[config.mk]
export PLATFORM = sky130hd
export DESIGN_NAME = ps2_direction_rx
export DESIGN_NICKNAME = d
export VERILOG_FILES = /design/src/rtl/ps2_direction_rx.sv
export SDC_FILE = /design/constraint.sdc
export NUM_CORES = 1
export LEC_CHECK = 0
export ABC_AREA = 1
export BUFFER_PORTS_ARGS = -buffer_cell sky130_fd_sc_hd__buf_2
export CAP_MARGIN = 20
export CORE_MARGIN = 4
export CORE_UTILIZATION = 43
export DETAILED_ROUTE_END_ITERATION = 10
export PLACE_DENSITY_LB_ADDON = 0.3
export SYNTH_ARGS = -nofsm -noshare
export SYNTH_HDL_FRONTEND = slang
export SYNTH_SLANG_ARGS = --single-unit
export TNS_END_PERCENT = 50
[constraint.sdc]
create_clock -name clk -period 4.1 [get_ports clk]
set_input_delay 0.615 -clock clk [delete_from_list [all_inputs] [get_ports clk]]
set_output_delay 0.615 -clock clk [all_outputs]
set_load 0.03 [all_outputs]
[src/rtl/ps2_direction_rx.sv]
// ps2_direction_rx: PS/2 deframer with E0/F0 prefix tracking and per-player direction state
module ps2_direction_rx #(
    parameter int NUM_PLAYERS = 2,
    parameter int FILTER_LEN = 8,
    parameter int TIMEOUT_CYCLES = 50000,
    parameter logic [NUM_PLAYERS*36-1:0] KEYMAP = {9'h172, 9'h175, 9'h174, 9'h16B,
                                                   9'h01B, 9'h01D, 9'h023, 9'h01C}
) (
    input  logic                     clk,
    input  logic                     rst,
    input  logic                     i_ps2_clk,
    input  logic                     i_ps2_dat,
    output logic [7:0]               o_code,
    output logic                     o_code_valid,
    output logic                     o_frame_err,
    output logic [4*NUM_PLAYERS-1:0] o_dir_held,
    output logic [4*NUM_PLAYERS-1:0] o_dir_last
);
    localparam int TW = $clog2(TIMEOUT_CYCLES + 1);
    typedef enum logic [1:0] {IDLE, DATA, PARITY, STOP} state_t;
    state_t r_state, w_state_n;
    logic [1:0] r_clk_s, r_dat_s;
    logic [FILTER_LEN-1:0] r_hist;
    logic r_fclk, r_fclk_d;
    logic [7:0] r_shift;
    logic [2:0] r_bitcnt;
    logic r_par;
    logic [TW-1:0] r_tcnt;
    logic r_ext, r_brk;
    logic w_dat, w_strobe, w_timeout, w_stop_ok, w_good, w_bad;
    logic [NUM_PLAYERS-1:0][3:0] w_m;
    logic [4*NUM_PLAYERS-1:0] w_held_n, w_last_n;

    assign w_dat = r_dat_s[1];
    assign w_strobe = r_fclk_d & ~r_fclk;
    assign w_timeout = r_state != IDLE && r_tcnt == TW'(TIMEOUT_CYCLES - 1);

    always_ff @(posedge clk) begin
        if (rst) begin
            r_clk_s <= '1;
            r_dat_s <= '1;
            r_hist <= '1;
            r_fclk <= 1'b1;
            r_fclk_d <= 1'b1;
        end else begin
            r_clk_s <= {r_clk_s[0], i_ps2_clk};
            r_dat_s <= {r_dat_s[0], i_ps2_dat};
            r_hist <= {r_hist[FILTER_LEN-2:0], r_clk_s[1]};
            r_fclk <= &r_hist ? 1'b1 : ~|r_hist ? 1'b0 : r_fclk;
            r_fclk_d <= r_fclk;
        end
    end

    always_ff @(posedge clk) begin
        r_state <= rst ? IDLE : w_state_n;
    end

    always_comb begin
        w_state_n = r_state;
        if (w_timeout)
            w_state_n = IDLE;
        else if (w_strobe)
            case (r_state)
                IDLE:    w_state_n = w_dat ? IDLE : DATA;
                DATA:    w_state_n = r_bitcnt == 3'd7 ? PARITY : DATA;
                PARITY:  w_state_n = STOP;
                default: w_state_n = IDLE;
            endcase
    end

    // a timeout coinciding with the stop strobe reports an error, never a byte
    always_comb begin
        w_stop_ok = w_dat & (^r_shift ^ r_par);
        w_good = w_strobe & ~w_timeout & r_state == STOP & w_stop_ok;
        w_bad = w_timeout | (w_strobe & r_state == STOP & ~w_stop_ok);
    end

    always_ff @(posedge clk) begin
        if (rst) begin
            r_shift <= '0;
            r_bitcnt <= '0;
            r_par <= 1'b0;
            r_tcnt <= '0;
            o_code <= '0;
            o_code_valid <= 1'b0;
            o_frame_err <= 1'b0;
        end else begin
            r_tcnt <= (w_strobe || r_state == IDLE) ? '0 : r_tcnt + 1'b1;
            if (w_strobe && !w_timeout) begin
                r_bitcnt <= r_state == DATA ? r_bitcnt + 3'd1 : 3'd0;
                r_shift <= r_state == DATA ? {w_dat, r_shift[7:1]} : r_shift;
                r_par <= r_state == PARITY ? w_dat : r_par;
            end
            o_code_valid <= w_good;
            o_frame_err <= w_bad;
            o_code <= w_good ? r_shift : o_code;
        end
    end

    for (genvar p = 0; p < NUM_PLAYERS; p++) begin : g_p
        for (genvar d = 0; d < 4; d++) begin : g_d
            assign w_m[p][d] = KEYMAP[36*p+9*d +: 9] == {r_ext, o_code};
        end
    end

    // make latches the lowest matching direction; break only clears last if it was that key
    always_comb begin
        w_held_n = o_dir_held;
        w_last_n = o_dir_last;
        for (int p = 0; p < NUM_PLAYERS; p++) begin
            w_held_n[4*p +: 4] = r_brk ? o_dir_held[4*p +: 4] & ~w_m[p] : o_dir_held[4*p +: 4] | w_m[p];
            w_last_n[4*p +: 4] = ~|w_m[p] ? o_dir_last[4*p +: 4] :
                                 !r_brk ? w_m[p] & (~w_m[p] + 4'd1) :
                                 |(o_dir_last[4*p +: 4] & w_m[p]) ? 4'd0 : o_dir_last[4*p +: 4];
        end
    end

    always_ff @(posedge clk) begin
        if (rst) begin
            r_ext <= 1'b0;
            r_brk <= 1'b0;
            o_dir_held <= '0;
            o_dir_last <= '0;
        end else if (o_code_valid) begin
            if (o_code == 8'hE0) begin
                r_ext <= 1'b1;
            end else if (o_code == 8'hF0) begin
                r_brk <= 1'b1;
            end else begin
                r_ext <= 1'b0;
                r_brk <= 1'b0;
                o_dir_held <= w_held_n;
                o_dir_last <= w_last_n;
            end
        end
    end
endmodule

Word-level counts from Yosys, hierarchy flattened --
Cells that the tools add are included.
Storage, ports and cells: logic and storage cells 100, flip-flop bits (word level) 72, input port bits 4
Cells by class: equality and inequality tests 18, add/sub/neg operators 4, reduce and logical (&&, ||, !) cells 23, bitwise logic cells 24, multiplexer cells 13
Operator list (count):
- $eq A9 B9 Y1 const A | 4
- $eq A5 B9 Y1 const A | 3
- $and A4 B4 Y4 | 6
- $mux W4 | 6
- $add A16 B1 Y16 const B | 1
- $eq A16 B16 Y1 const B | 1
- $eq A8 B8 Y1 const B | 2
- $reduce_or A4 Y1 | 4
- $reduce_and A5 Y1 | 2
- $eq A6 B9 Y1 const A | 1
- $add A4 B1 Y4 const B | 2
- $not A4 Y4 | 2
- $or A4 B4 Y4 | 2
- $reduce_and A2 Y1 | 4
- $reduce_and A8 Y1 | 1
- $reduce_or A8 Y1 | 1
- $reduce_xor A8 Y1 | 1
- $and A1 B1 Y1 | 7
- $pmux W2 S3 | 1
- $reduce_or A2 Y1 | 3
- $not A1 Y1 | 5
- $eq A2 B2 Y1 const B | 2
- $mux W1 | 4
- $ne A2 B1 Y1 const B | 2
- other kinds (14) | 15

Longest topological paths before layout --
Gate-level depths: netlist of run 1.
word-level depth 6, mapped depth 14

Least setup slack after synthesis of run 1 --
No wires, ideal clock.
path kind reg2reg, start register o_code[1], end register o_dir_last[4], arrival 1526 ps, clock period less this slack 1640 ps, stages on the path, launching flop included 12, library setup time 114 ps, slack 2460 ps, required time 3986 ps, path through dfxtp_1 nor2_2 inv_2 nor2_4 nand2_2 nand3_4 inv_4 nand2_2 nand2_4 nand2_4 nor2_1 nor2_2
On the way: cells in the longest elaborated chain, start to end 5, elaborated cells between the ends (all ways) 17, classes of those cells 1 x add/sub; 7 x eq/ne; 1 x mux; 5 x bitwise; 3 x reduce/logical
Ends and longest elaborated chain:
- from (decl) | line 13 | output logic [7:0] o_code,
- from (signal assigned) | line 96 | o_code <= w_good ? r_shift : o_code;
- $eq A9 B9 Y1 | line 102 | assign w_m[p][d] = KEYMAP[36*p+9*d +: 9] == {r_ext, o_code};
- $not A4 Y4 / $and A4 B4 Y4 (equally long branches) | line 113, 114
- $add A4 B1 Y4 / $reduce_or A4 Y1 (equally long branches) | line 113, 114
- $and A4 B4 Y4 / $ne A2 B1 Y1 (equally long branches)
- $mux W4 / $reduce_and A5 Y1 (equally long branches)
- to (signal assigned) | line 133 | o_dir_last <= w_last_n;
- to (decl) | line 17 | output logic [4*NUM_PLAYERS-1:0] o_dir_last
Parallel ways exist; a longest one is shown, timed or not. A chain may end at the register's enable or synchronous reset.

Worst setup path in the final report of run 1 --
start register r_tcnt[0], end register o_code[7]
On the way: cells in the longest elaborated chain, start to end 6
Ends and longest elaborated chain:
- from (decl) | line 28 | logic [TW-1:0] r_tcnt;
- from (signal assigned) | line 88 | r_tcnt <= (w_strobe || r_state == IDLE) ? '0 : r_tcnt + 1'b1;
- $eq A16 B16 Y1 | line 36 | assign w_timeout = r_state != IDLE && r_tcnt == TW'(TIMEOUT_CYCLES - 1);
- $logic_and A1 B1 Y1 | line 36
- $not A1 Y1 | line 74 | w_good = w_strobe & ~w_timeout & r_state == STOP & w_stop_ok;
- $and A1 B1 Y1 (3 in a row) | line 74
Every way passes these cells.

==> results.json, run 1 <==
{
  "status": "finished clean",
  "seq_area_frac_synth": 0.4197,
  "ys_types": 37,
  "holdBufCountCts": 0,
  "dr.first_iter.drc_count": 120,
  "relSlewSlack": 0.6462,
  "cts_resized": 0,
  "fp.dieH_um": 97.37,
  "seqCellArea_mm2": 0.001441,
  "cp.arrival_ns": 2.16,
  "grtUsageMet2": 0.2446,
  "clock_path_buffers": 2,
  "dieWidth_um": 97.37,
  "die_area_mm2": 0.009481,
  "wl_per_cell_um": 11.40,
  "postCtsSetupBuffers": 0,
  "power_frac_clock": 0.419,
  "grt.busiest_layer": "met2",
  "totalNegativeSetupSlack_ns": 0,
  "ys_dominant_reg_cell": "dfxtp_1",
  "avgSynthCellArea_um2": 7.170,
  "multiInputGateArea_mm2": 0.001703,
  "grt_use_total": 0.1571,
  "seq_power_share": 0.564,
  "worst-path-buf-inv": 1,
  "grtUsageMet3": 0.05815,
  "synth_edf_count": 0,
  "finalNetCount": 519,
  "fmax_mhz": 523.3,
  "hold_path_class": "register to register",
  "grt_overflow": 0,
  "via_count": 3061,
  "path_cells": "ha_1, nand2_1, inv_1, nand2_1, nor2_1, nand4_2, nand2_2, nor2_1, nand3_1, nand2_1, nor2_1",
  "clk_pin_slew_ns": 0.08,
  "grtUsageMet1": 0.2038,
  "cts_tree": "yes",
  "cap_viol_max_count": 0,
  "clkLatencyLatePin_ns": 0.35,
  "synthArstFlopShare": 0,
  "switching_power_uw": 292.6,
  "worst_path_max_delay_cell": "nor2_1",
  "critPathMaxFanout": 8,
  "setup_viol": 0,
  "synth_fp_nets": 486,
  "antenna_found_initial": 0,
  "required_ns": 4.35,
  "cts_root_buf": "clkbuf_8",
  "finalWirelength_um": 7055,
  "dp_hpwl_um": 5165,
  "power.density_mw_per_mm2": 320.1,
  "period_share": 0.4660,
  "path_delay_family": "simple AND/OR/NAND/NOR gates",
  "p_int_uw": 951.6,
  "grt_max_degree": 39,
  "most-common-layout-cells": "nand2_1, nor2_1, dfxtp_1",
  "nFillCells": 741,
  "dr.pass1.iters": 4,
  "netlist_area_mm2": 0.003435,
  "place.gp.congestion": 0.8421,
  "drt-vias-per-instance": 4.945,
  "htreeDepth": 3,
  "tightest_slew_ns": 0.5288,
  "io_pins": 30,
  "layout_min_cycle_time_ns": 1.911,
  "maxSlewViolCount": 0,
  "antenna_cells": 0,
  "yosys_warnings": 0,
  "cts_made_buffers": 9,
  "initial_utilization": 0.4445,
  "final_common_cell": "nand2_1",
  "critPathMaxStageDelay_ns": 0.43,
  "worstSetupPathType": "register to register",
  "rows": 32,
  "drc": 0,
  "core_area_mm2": 0.007727,
  "cts.sinks": 72,
  "syn-instance-count": 479,
  "port_buffers": 29,
  "cp-end-kind": "register",
  "ys_ff_latch": 72,
  "finClkSkew_ns": 0.008472,
  "grt_pass1_vias": 2764,
  "grt_pass1_wl_um": 12390,
  "combPwrFrac": 0.016,
  "ir_drop_v": 0.0002215,
  "cellLeakagePower_uw": 0.001667,
  "area_growth_pct": 13.19,
  "switching_share": 0.2352,
  "hold_viol": 0,
  "ant_nets": 0,
  "drive_gt1_frac": 0.1973,
  "startpoint_type": "register",
  "grt_setup_unrepaired": "no",
  "holdWs_ns": 0.4116
}
-- final cells by class --
type / instances / share of cell area
clock buffer: 10 / 0.03540
clock inverter: 6 / 0.01320
sequential: 72 / 0.3708
tap: 102 / 0.03283
inverter: 67 / 0.06534
multi-input combinational: 332 / 0.4380
timing repair buffer: 30 / 0.04442
-- power by group through the flow --
stage | clock [uW] | combinational, uW | sequential, uW
floorplan | 0 | 13.5 | 718
global placement | 0 | 16.8 | 719
detailed placement | 0 | 17.3 | 719
CTS | 542 | 17.4 | 702
global route | 580 | 23.6 | 703
finish | 522 | 20.4 | 702
-- layer usage --
metal | wire (um) | part of all wire | up-vias
met1 | 3491 | 0.49 | 1373
met4 | 63 | 0.0089 | 0
met2 | 3135 | 0.44 | 72
met5 | 0 | 0 | -
li1 | - | - | 1608
met3 | 364 | 0.052 | 8
-- worst register-to-register path, cell delays in order, from the launching register on --
cell,delay [ns]
dfxtp_1,0.33
ha_1,0.21
nand2_1,0.07
inv_1,0.05
nand2_1,0.11
nor2_1,0.08
nand4_2,0.14
nand2_2,0.12
nor2_1,0.43
nand3_1,0.15
nand2_1,0.09
nor2_1,0.04
-- worst paths after layout --
kind / start / end / slack (ns) / depth (start not counted)
setup / recovery: r_tcnt[0] / o_code[7] / 2.19 / 11
hold reg to reg: r_dat_s[0] / r_dat_s[1] / 0.41 / 1
hold / removal: r_dat_s[0] / r_dat_s[1] / 0.41 / 1
setup reg to reg: r_tcnt[0] / o_code[7] / 2.19 / 11
-- cell usage after synthesis (3+ instances only) --
cell	count	area share
a211oi_1	3	0.0066
a21oi_1	32	0.047
clkbuf_1	5	0.0055
dfxtp_1	72	0.42
ha_1	3	0.011
inv_1	52	0.057
inv_2	14	0.015
nand2_1	93	0.10
nand2_2	5	0.0091
nand2_4	5	0.016
nand3_1	32	0.047
nand3_2	4	0.012
nand4_1	10	0.018
nor2_1	73	0.080
nor2_2	7	0.013
nor2_4	3	0.0098
nor3_1	10	0.015
nor3_2	7	0.020
o21ai_0	18	0.026
or2_2	6	0.011
xor2_1	3	0.0077
-- cells by family (layout without fill, tap and decap cells) --
family / after synthesis / count (layout) / share of synthesized area
and+or+nand+nor: 263 / 263 / 0.3752
AOI/OAI and AO/OA: 61 / 61 / 0.09690
adders and majority gates: 3 / 3 / 0.01093
DFF: 72 / 72 / 0.4197
xor gates and xnor gates: 5 / 5 / 0.01275
buffers and inverters: 75 / 113 / 0.08452
-- metrics by stage --
| step | instances | setup WS, ns | util | power, uW | cell area [um2] |
|---|---|---|---|---|---|
| after floorplan | 479 | 2.460 | - | 731.7 | 3435 |
| after CTS | 618 | 2.174 | 0.4995 | 1261 | 3860 |
| final | 619 | 2.189 | 0.5031 | 1244 | 3887 |
| after detailed placement | 602 | 1.933 | 0.4751 | 735.9 | 3671 |
| after global routing | 619 | 1.991 | 0.5031 | 1306 | 3887 |
| after global placement | 602 | 1.999 | 0.4751 | 735.4 | 3671 |
Power figures use the tool's default switching activity.
==> run 2: changes to the inputs <==
- clock period: 4.1 -> 1.7 ns (I/O delays scaled with it)
==> run 2 against run 1 <==
Critical path depth unchanged. Utilization increased by 4.4 points. Sequential cell count unchanged. Clock-buffer cell count unchanged. Cell count increased by 3.6%. Die area unchanged. Clock skew increased by 0.0062 ns. Register-to-register slack got worse by 2.2 ns. Design area increased by 8.8%. Via count increased by 1.2%.
==> results.json, run 2 (synthesis results as in run 1) <==
{
  "holdWs_ns": 0.09234,
  "finalWirelength_um": 7369,
  "via_count": 3099,
  "worst-r2r-cell-count": 11,
  "tightest_slew_ns": 0.3146,
  "initial_utilization": 0.4445,
  "power_frac_clock": 0.485,
  "drc": 0,
  "core_area_mm2": 0.007727,
  "fp.dieH_um": 97.37,
  "hold_viol": 0,
  "cts.sinks": 72,
  "fin_ws_ns": 0.01443,
  "hold-path-cell-count": 2,
  "min_from": "i_ps2_dat",
  "cp-end-kind": "register",
  "place.gp.congestion": 0.8453,
  "ant_nets": 0,
  "r2r_start": "r_tcnt[1]",
  "maxSlewViolCount": 0,
  "fmax_mhz": 593.3,
  "multiInputGateArea_mm2": 0.001812,
  "required_ns": 1.93,
  "wl_met1_um": 3552,
  "grt_pass1_vias": 2846,
  "switching_power_uw": 691.8,
  "dieWidth_um": 97.37,
  "nFillCells": 756,
  "layout_min_cycle_time_ns": 1.686,
  "drive_gt1_frac": 0.2783,
  "die_area_mm2": 0.009481,
  "cts_tree": "yes",
  "port_buffers": 29,
  "most-common-layout-cells": "nand2_1, nor2_1, dfxtp_1",
  "relSlewSlack": 0.7887,
  "status": "finished clean",
  "r2r-end": "r_tcnt[14]",
  "final_common_cell": "nand2_1",
  "period_share": 0.9915,
  "finalNetCount": 541,
  "cts_made_buffers": 9,
  "combPwrFrac": 0.014,
  "worst_path_max_delay_cell": "dfxtp_2",
  "drt-vias-per-instance": 4.835,
  "cp.arrival_ns": 1.92,
  "rrSetupSlack_ns": 0.01,
  "grt_max_degree": 27,
  "clk_pin_slew_ns": 0.08,
  "holdBufCountCts": 0,
  "pre_cts_slack_ns": -0.01642,
  "seqCellArea_mm2": 0.001454,
  "top_layer": "met4",
  "dr.pass1.iters": 4,
  "seq_power_share": 0.501,
  "antenna_found_initial": 0,
  "cap_viol_max_count": 0,
  "placed_cells_incl_taps": 620,
  "power.density_mw_per_mm2": 799.9,
  "clock_path_buffers": 2,
  "htreeDepth": 3,
  "startpoint_type": "register",
  "ir_drop_v": 0.0006988,
  "rows": 32,
  "switching_share": 0.2046,
  "crit_path_frequent_cell": "nand2_2",
  "grt_use_total": 0.1584,
  "route.met3.wl_um": 291,
  "area_growth_pct": 23.10,
  "io_pins": 30,
  "wl_per_cell_um": 11.50,
  "p_int_uw": 2690,
  "whs_endpoint": "r_dat_s[0]",
  "critPathMaxStageDelay_ns": 0.36,
  "grt_setup_unrepaired": "yes",
  "worstSetupPathType": "register to register",
  "antenna_cells": 0,
  "grt_overflow": 0,
  "dp_hpwl_um": 5401,
  "crit_path_start": "r_tcnt[1]",
  "fin_cells": 641,
  "path_cells": "ha_4, nand2_2, inv_2, nand2_4, buf_6, nor3_4, nand3_2, nor2_4, nand2_2, o21ai_2, a21oi_1",
  "wl_met2_um": 3430,
  "grt_pass1_wl_um": 12740,
  "setup_viol": 0,
  "clkLatencyLatePin_ns": 0.34,
  "critPathMaxFanout": 3,
  "dr.first_iter.drc_count": 100,
  "cellLeakagePower_uw": 0.001845,
  "hold_path_class": "primary input to register",
  "cts_root_buf": "clkbuf_8",
  "finClkSkew_ns": 0.01467
}
## run 2: layer usage
| layer | global-route usage | vias up |
|---|---|---|
| met4 | 0.05431 | 0 |
| met1 | 0.2125 | 1383 |
| met5 | 0 | - |
| li1 | - | 1651 |
| met3 | 0.04092 | 8 |
| met2 | 0.2472 | 57 |
## run 2: worst max path at each step
stage                     to  cells past startpoint
2_1_floorplan  o_dir_last[4]                     11
3_3_place_gp       o_code[4]                     11
3_5_place_dp       o_code[2]                     11
4_1_cts           r_tcnt[14]                     11
5_1_grt           r_tcnt[14]                     11
6_report          r_tcnt[14]                     11
## run 2: repair_timing
| action | CTS | global route |
|---|---|---|
| cloned | 0 | 0 |
| endpoints found under the setup margin | 9 | 31 |
| setup buffers | 0 | 5 |
| resized for setup | 2 | 38 |
| pin swaps | 0 | 14 |
## run 2: area by class of cell
type                       instances  share of cell area
clock buffer                      10             0.03019
tap                              102             0.03019
inverter                          67             0.06008
clock inverter                     6             0.02723
sequential                        72              0.3439
multi-input combinational        332              0.4285
timing repair buffer              52             0.07991
## run 2: stage by stage
step	power, uW	setup TNS (ns)	utilization	cell area (um2)
final	3382	0	0.5471	4228
after global routing	3511	-0.3126	0.5471	4228
after CTS	3422	0	0.5262	4066
after detailed placement	1781	-0.08778	0.4942	3819
after global placement	1779	0	0.4942	3819
after floorplan	1765	0	-	3435
## run 2: worst max-delay path, delay by kind of cell, from the launching register on
| family | cells | cell delay (ns) |
|---|---|---|
| and+or+nand+nor | 6 | 0.69 |
| adders and majority gates | 1 | 0.14 |
| DFF | 1 | 0.36 |
| AOI/OAI and AO/OA | 2 | 0.19 |
| buffers and inverters | 2 | 0.19 |
## run 2: power groups by stage
stage	logic [uW]	clock network, uW	registers [uW]
after global placement	46.4	0	1730
after CTS	48.4	1680	1690
after global routing	55.6	1760	1690
after floorplan	32.6	0	1730
after detailed placement	47.7	0	1730
final	47.9	1640	1690
